<file path="src/rtl/seq_det_pkg.sv">
// Shared types and limits for the serial pattern detector.
package seq_det_pkg;

    // Longest pattern the detector is qualified for.
    localparam int unsigned MAX_PAT_W = 16;

    // One-hot controller states.
    typedef enum logic [2:0] {
        IDLE = 3'b001,
        LOAD = 3'b010,
        SCAN = 3'b100
    } state_e;

endpackage : seq_det_pkg

</file>
<file path="src/rtl/seq_det_sat_cnt.sv">
// Saturating up-counter with synchronous clear; clear wins over increment.
module seq_det_sat_cnt #(
    parameter int unsigned CNT_W = 8
) (
    input  logic             clk,
    input  logic             rst,
    input  logic             inc,
    input  logic             clr,
    output logic [CNT_W-1:0] count,
    output logic             sat
);

    localparam logic [CNT_W-1:0] CNT_MAX = '1;

    logic [CNT_W-1:0] count_q;
    logic [CNT_W-1:0] count_d;
    logic             sat_q;
    logic             sat_d;

    // Next count: clear first, then increment unless already at the ceiling.
    always_comb begin
        count_d = count_q;
        if (clr) begin
            count_d = '0;
        end else if (inc && (count_q != CNT_MAX)) begin
            count_d = count_q + CNT_W'(1);
        end
        sat_d = (count_d == CNT_MAX);
    end

    // Count and saturation flag registers.
    always_ff @(posedge clk or posedge rst) begin
        if (rst) begin
            count_q <= '0;
            sat_q   <= 1'b0;
        end else begin
            count_q <= count_d;
            sat_q   <= sat_d;
        end
    end

    assign count = count_q;
    assign sat   = sat_q;

endmodule : seq_det_sat_cnt

</file>
<file path="src/rtl/seq_pattern_detector.sv">
// Serial pattern detector: compares the last PAT_W qualified bits against a
// pattern latched at start, pulses match and counts matches.
// Optional build macro SEQ_PATTERN_DETECTOR_MASK_EN adds a per-bit compare mask.
module seq_pattern_detector
    import seq_det_pkg::*;
#(
    parameter int unsigned PAT_W = 4,
    parameter int unsigned CNT_W = 8
) (
    input  logic             clk,
    input  logic             rst,
    input  logic             start,
    input  logic             stop,
    input  logic             din_valid,
    input  logic             din,
    input  logic [PAT_W-1:0] pattern,
    input  logic             overlap,
`ifdef SEQ_PATTERN_DETECTOR_MASK_EN
    input  logic [PAT_W-1:0] mask,
`endif
    input  logic             clr_cnt,
    output logic             busy,
    output logic             match,
    output logic [CNT_W-1:0] match_count,
    output logic             cnt_sat
);

    localparam int unsigned     FILL_W    = $clog2(PAT_W + 1);
    localparam logic [FILL_W-1:0] FILL_FULL = FILL_W'(PAT_W);

    // Reject pattern widths outside the qualified range at elaboration.
    if ((PAT_W < 2) || (PAT_W > MAX_PAT_W)) begin : g_bad_pat_w
        $error("seq_pattern_detector: PAT_W out of range");
    end

    // Plain vector so that corrupted (non one-hot) codes are representable
    // and can be steered back to IDLE.
    logic [2:0]        state_q;
    logic [2:0]        state_d;
    logic [PAT_W-1:0]  pat_q;
    logic [PAT_W-1:0]  pat_d;
    logic              ovl_q;
    logic              ovl_d;
    logic [PAT_W-1:0]  hist_q;
    logic [PAT_W-1:0]  hist_d;
    logic [FILL_W-1:0] fill_q;
    logic [FILL_W-1:0] fill_d;
    logic              busy_q;
    logic              busy_d;
    logic              match_q;
    logic              match_d;
`ifdef SEQ_PATTERN_DETECTOR_MASK_EN
    logic [PAT_W-1:0]  mask_q;
    logic [PAT_W-1:0]  mask_d;
`endif

    logic [PAT_W-1:0]  hist_shift_c;
    logic [FILL_W-1:0] fill_inc_c;
    logic              cmp_hit_c;
    logic              full_c;

    // Candidate history/fill if the current bit is accepted, and the compare on it.
    always_comb begin
        hist_shift_c = {hist_q[PAT_W-2:0], din};
        fill_inc_c   = (fill_q == FILL_FULL) ? FILL_FULL : (fill_q + FILL_W'(1));
        full_c       = (fill_inc_c == FILL_FULL);
`ifdef SEQ_PATTERN_DETECTOR_MASK_EN
        cmp_hit_c    = (((hist_shift_c ^ pat_q) & mask_q) == '0);
`else
        cmp_hit_c    = (hist_shift_c == pat_q);
`endif
    end

    // Controller: stop overrides everything, LOAD snapshots config, SCAN shifts and matches.
    always_comb begin
        state_d = state_q;
        pat_d   = pat_q;
        ovl_d   = ovl_q;
        hist_d  = hist_q;
        fill_d  = fill_q;
        match_d = 1'b0;
`ifdef SEQ_PATTERN_DETECTOR_MASK_EN
        mask_d  = mask_q;
`endif

        if (stop) begin
            state_d = IDLE;
        end else begin
            case (state_q)
                IDLE: begin
                    if (start) begin
                        state_d = LOAD;
                    end
                end
                LOAD: begin
                    pat_d   = pattern;
                    ovl_d   = overlap;
`ifdef SEQ_PATTERN_DETECTOR_MASK_EN
                    mask_d  = mask;
`endif
                    hist_d  = '0;
                    fill_d  = '0;
                    state_d = SCAN;
                end
                SCAN: begin
                    if (din_valid) begin
                        hist_d = hist_shift_c;
                        fill_d = fill_inc_c;
                        if (full_c && cmp_hit_c) begin
                            match_d = 1'b1;
                            // Non-overlapping mode demands a full window of fresh bits.
                            if (!ovl_q) begin
                                fill_d = '0;
                            end
                        end
                    end
                end
                default: begin
                    state_d = IDLE;
                end
            endcase
        end

        busy_d = (state_d == LOAD) || (state_d == SCAN);
    end

    // Controller, datapath and output registers.
    always_ff @(posedge clk or posedge rst) begin
        if (rst) begin
            state_q <= IDLE;
            pat_q   <= '0;
            ovl_q   <= 1'b0;
            hist_q  <= '0;
            fill_q  <= '0;
            busy_q  <= 1'b0;
            match_q <= 1'b0;
`ifdef SEQ_PATTERN_DETECTOR_MASK_EN
            mask_q  <= '0;
`endif
        end else begin
            state_q <= state_d;
            pat_q   <= pat_d;
            ovl_q   <= ovl_d;
            hist_q  <= hist_d;
            fill_q  <= fill_d;
            busy_q  <= busy_d;
            match_q <= match_d;
`ifdef SEQ_PATTERN_DETECTOR_MASK_EN
            mask_q  <= mask_d;
`endif
        end
    end

    // Match counter advances on each visible match pulse.
    seq_det_sat_cnt #(
        .CNT_W (CNT_W)
    ) u_sat_cnt (
        .clk   (clk),
        .rst   (rst),
        .inc   (match_q),
        .clr   (clr_cnt),
        .count (match_count),
        .sat   (cnt_sat)
    );

    assign busy  = busy_q;
    assign match = match_q;

endmodule : seq_pattern_detector

</file>
<file path="config.mk">
export PLATFORM = sky130hd
export DESIGN_NAME = seq_pattern_detector
export DESIGN_NICKNAME = d
export VERILOG_FILES = /design/src/rtl/seq_det_pkg.sv /design/src/rtl/seq_det_sat_cnt.sv /design/src/rtl/seq_pattern_detector.sv
export SDC_FILE = /design/constraint.sdc
export NUM_CORES = 1
export LEC_CHECK = 0
export CORE_AREA = 2 2 58 60
export CTS_CLUSTER_SIZE = 14
export DETAILED_ROUTE_END_ITERATION = 6
export DIE_AREA = 0 0 60 62
export PLACE_DENSITY = 0.67
export SLEW_MARGIN = 30
export SYNTH_ARGS = -nofsm -noshare
export SYNTH_HDL_FRONTEND = slang
export SYNTH_SLANG_ARGS = --single-unit
</file>
<file path="constraint.sdc">
create_clock -name clk -period 2.1 [get_ports clk]
set_clock_uncertainty 0.2 [all_clocks]
set_input_delay 0.315 -clock clk [delete_from_list [all_inputs] [get_ports clk]]
set_output_delay 0.315 -clock clk [all_outputs]
set_load 0.03 [all_outputs]
</file>
==> run metrics <==
Max Used Layer=met4; crit share post-route=96.6%; GRT Overall Usage=15.6%; Cell variety after synth=38; DP Worst Slack=0.0602 ns; Routed WL per cell=roughly 12 µm; CTS sink count=25; fin area=0.00169 mm²; worst setup margin=0.0713 ns; I/O pin count=23; routed wl met3=118 µm; largest net degree at the start of global routing=26; die footprint=0.00372 mm²; GPL Wtd Cong=0.879; Mapped Cells=132; minimum clock period=~2 ns; Slowest-stage cell, CP=clkdlybuf4s50_1; wire length on met2=~1.3 mm; Synth area leader=dfrtp_1; Die Ht=62 µm; r2r setup slk=approximately 0.13 ns; crit end category=output port; final antenna-violating net count=0; Pwr per Cell Area=499 mW/mm²; Post-Route WL=about 2.6 mm; YS warnings=0; WL met1=1.11 mm; Tot Pwr=842 µW; Compound-Gate Fraction of Synth Area=9.95%; Iter 0 DRT Violations=between 80 and 90; Pleak=0.000832 µW; Tightest Pin Transition=0.445 ns; crit path buf inv count=1; Horiz. Die Dim=60 µm; drt first pass iters=4; RSZ-0062 raised after global routing=false; Clock Tree Root=clkbuf_4; vias in the first global route=995; FF-to-FF End=u_sat_cnt.sat; status=finished, final reports clean; clk slew on worst S/H paths=0.13 ns; Final Hold Fails=0; FP Rows=21; Multi-input gate area=641 µm²; Critical Path AT=1.51 ns; synthesis-to-finish area growth=26.7%; placed instance area=0.00165 mm²; Synth top cells by count=24 x dfrtp_1, 17 x nand2_1, 10 x inv_1; maximum VDD drop=0.279 mV; Fill cells=310; Post-Layout Cell Count=around 210; slew margin rel.=70.0%; Vias per Instance=5.06; top_reg_cell synth=dfrtp_1; Syn Area/Cell=roughly 10 µm²; crit-path max cell delay=between 0.7 and 0.8 ns; critical path fanouts, max=8; Max-Cap Viols=0; main combinational cell family by area after synthesis=simple AND/OR/NAND/NOR gates; layout cells sized above 1=between 10% and 20%; clk_lat worst skew=0.33 ns; Post-synth EDFFs=0; Slew Viols, Final=0; FF+latch count, synth=25; most frequent cell after synthesis=dfrtp_1; remaining global-route overflow=0; fmax=493 MHz; sequential area share after synthesis=47.0%; Final #Nets=178; Syn Nets=147; Vias=1,053; crit-path cells=clkdlybuf4s50_1; TritonCTS clock tree=built; Synth Cell Area=around 0.0013 mm²; RR Startpoint=u_sat_cnt.count[1]; deepest clock path buffer count=2; Synth async-reset ratio=100%; post-DP HPWL=1.99 mm; post-synthesis mux area share=5.73%; reg2reg path depth=5; CTS buffer count=3; Crit path max-delay family=buffers and inverters; Worst Hold Class=in2async; first-pass GRT wire length=4.36 mm; Core Area=about 0.0032 mm²; Setup CP Type=reg2out; Synth Area in Adders=~2.8%; Critical Path Start Type=register; Initial Util=a little over two fifths; Synth Area in XOR/XNOR=3.94%; H-tree depth=1; Cells after DPL=between 200 and 250; Buffers on Ports=22; antenna violations before repair=0; Post-Synth Simple-Gate Area=25.4%; Required @ worst endpoint=1.58 ns; setup violators final=0; Register Area=~630 µm²; DRC viols=0; Antenna Cells=0; setup TNS=0 ns; share of the synthesized area in the top cell type=45.1%; top cells by area, synth=dfrtp_1 45%, nand2_1 4.8%, mux2_1 4.2%
-- cell families (layout without fill, tap and decap cells) --
group | count (synthesis) | count (layout)
simple gates | 55 | 55
flops | 25 | 25
compound gates | 21 | 21
buf+inv | 15 | 45
mux | 7 | 7
xor+xnor | 6 | 6
fa+ha+maj | 3 | 3
-- power by group --
part | switching, µW | internal (µW) | total [µW]
logic | 38.6 | 52.8 | 91.3
registers | 23.3 | 513 | 536
clock network | 143 | 71.6 | 215
-- layout by cell type, fill, tap and decap left out, types with 3 or more instances in the layout --
cell             Yosys  routed
a21oi_1              4       4
o21ai_1              5       5
clkdlybuf4s50_1      0      17
nand4_1              3       3
ha_1                 3       3
inv_1               10      10
buf_4                1       9
nand2_1             17      17
dlymetal6s2s_1       0       4
xor2_1               6       6
nor3_1               5       5
nand3_1              6       6
clkbuf_4             0       3
nor2_1               6       6
mux2_1               5       5
dfrtp_1             24      23
and4_1               3       3
nor2b_1              3       3
-- per-stage QoR --
step | util, % | hold WS, ns
after detailed placement | 51.8 | 0.303
final | 53.1 | 0.106
after CTS | 52.7 | 0.119
after global routing | 53.1 | 0.163
after global placement | 51.8 | 0.296
after floorplan | - | 0.142
-- flip-flops by register name, summed over array words and instances (netlist names) --
register / cells
u_sat_cnt.sat: 1
pat_q: 4
ovl_q: 1
match: 1
hist_q: 3
state_q: 3
u_sat_cnt.count: 8
busy: 1
fill_q: 3
-- per-layer routing --
| metal | global-route usage (%) | vias to the layer above |
|---|---|---|
| met1 | 19.0 | 501 |
| met5 | 0 | - |
| met4 | 4.76 | 0 |
| met3 | 2.69 | 3 |
| met2 | 28.1 | 26 |
| li1 | - | 523 |
-- what timing repair did --
action                                  in CTS  in global routing
hold buffers                                 0                  0
setup buffers                                0                  0
endpoints found under the setup margin       1                  6
pin swaps                                    0                  0
resized for setup                            1                  5
-- cell type report --
class	count	area share [%]
multi-input cells	92	38.0
repair buffers	31	17.6
inverters	10	2.22
clock buffers	3	1.33
clock inverters	1	0.297
well taps	46	3.41
flip-flops and latches	25	37.2
-- worst register-to-register path: stages, from the launching register on --
cell     delay, ns
dfrtp_1       0.40
ha_1          0.27
and4_4        0.27
a31oi_1       0.08
or3_4         0.40
nor4b_4       0.28
-- how the worst max path moves through the flow --
| stage | endpoint | from | slack [ns] | cells past startpoint |
|---|---|---|---|---|
| 6_report | match_count[3] | u_sat_cnt.count[3] | 0.07 | 1 |
| 5_1_grt | match_count[6] | u_sat_cnt.count[6] | 0.005 | 1 |
| 4_1_cts | match_count[7] | u_sat_cnt.count[7] | 0.01 | 1 |
| 3_5_place_dp | pat_q[0] | stop | 0.06 | 5 |
| 3_3_place_gp | ovl_q | stop | 0.10 | 5 |
| 2_1_floorplan | u_sat_cnt.sat | u_sat_cnt.count[1] | 0.02 | 6 |
Power figures use the tool's default switching activity.
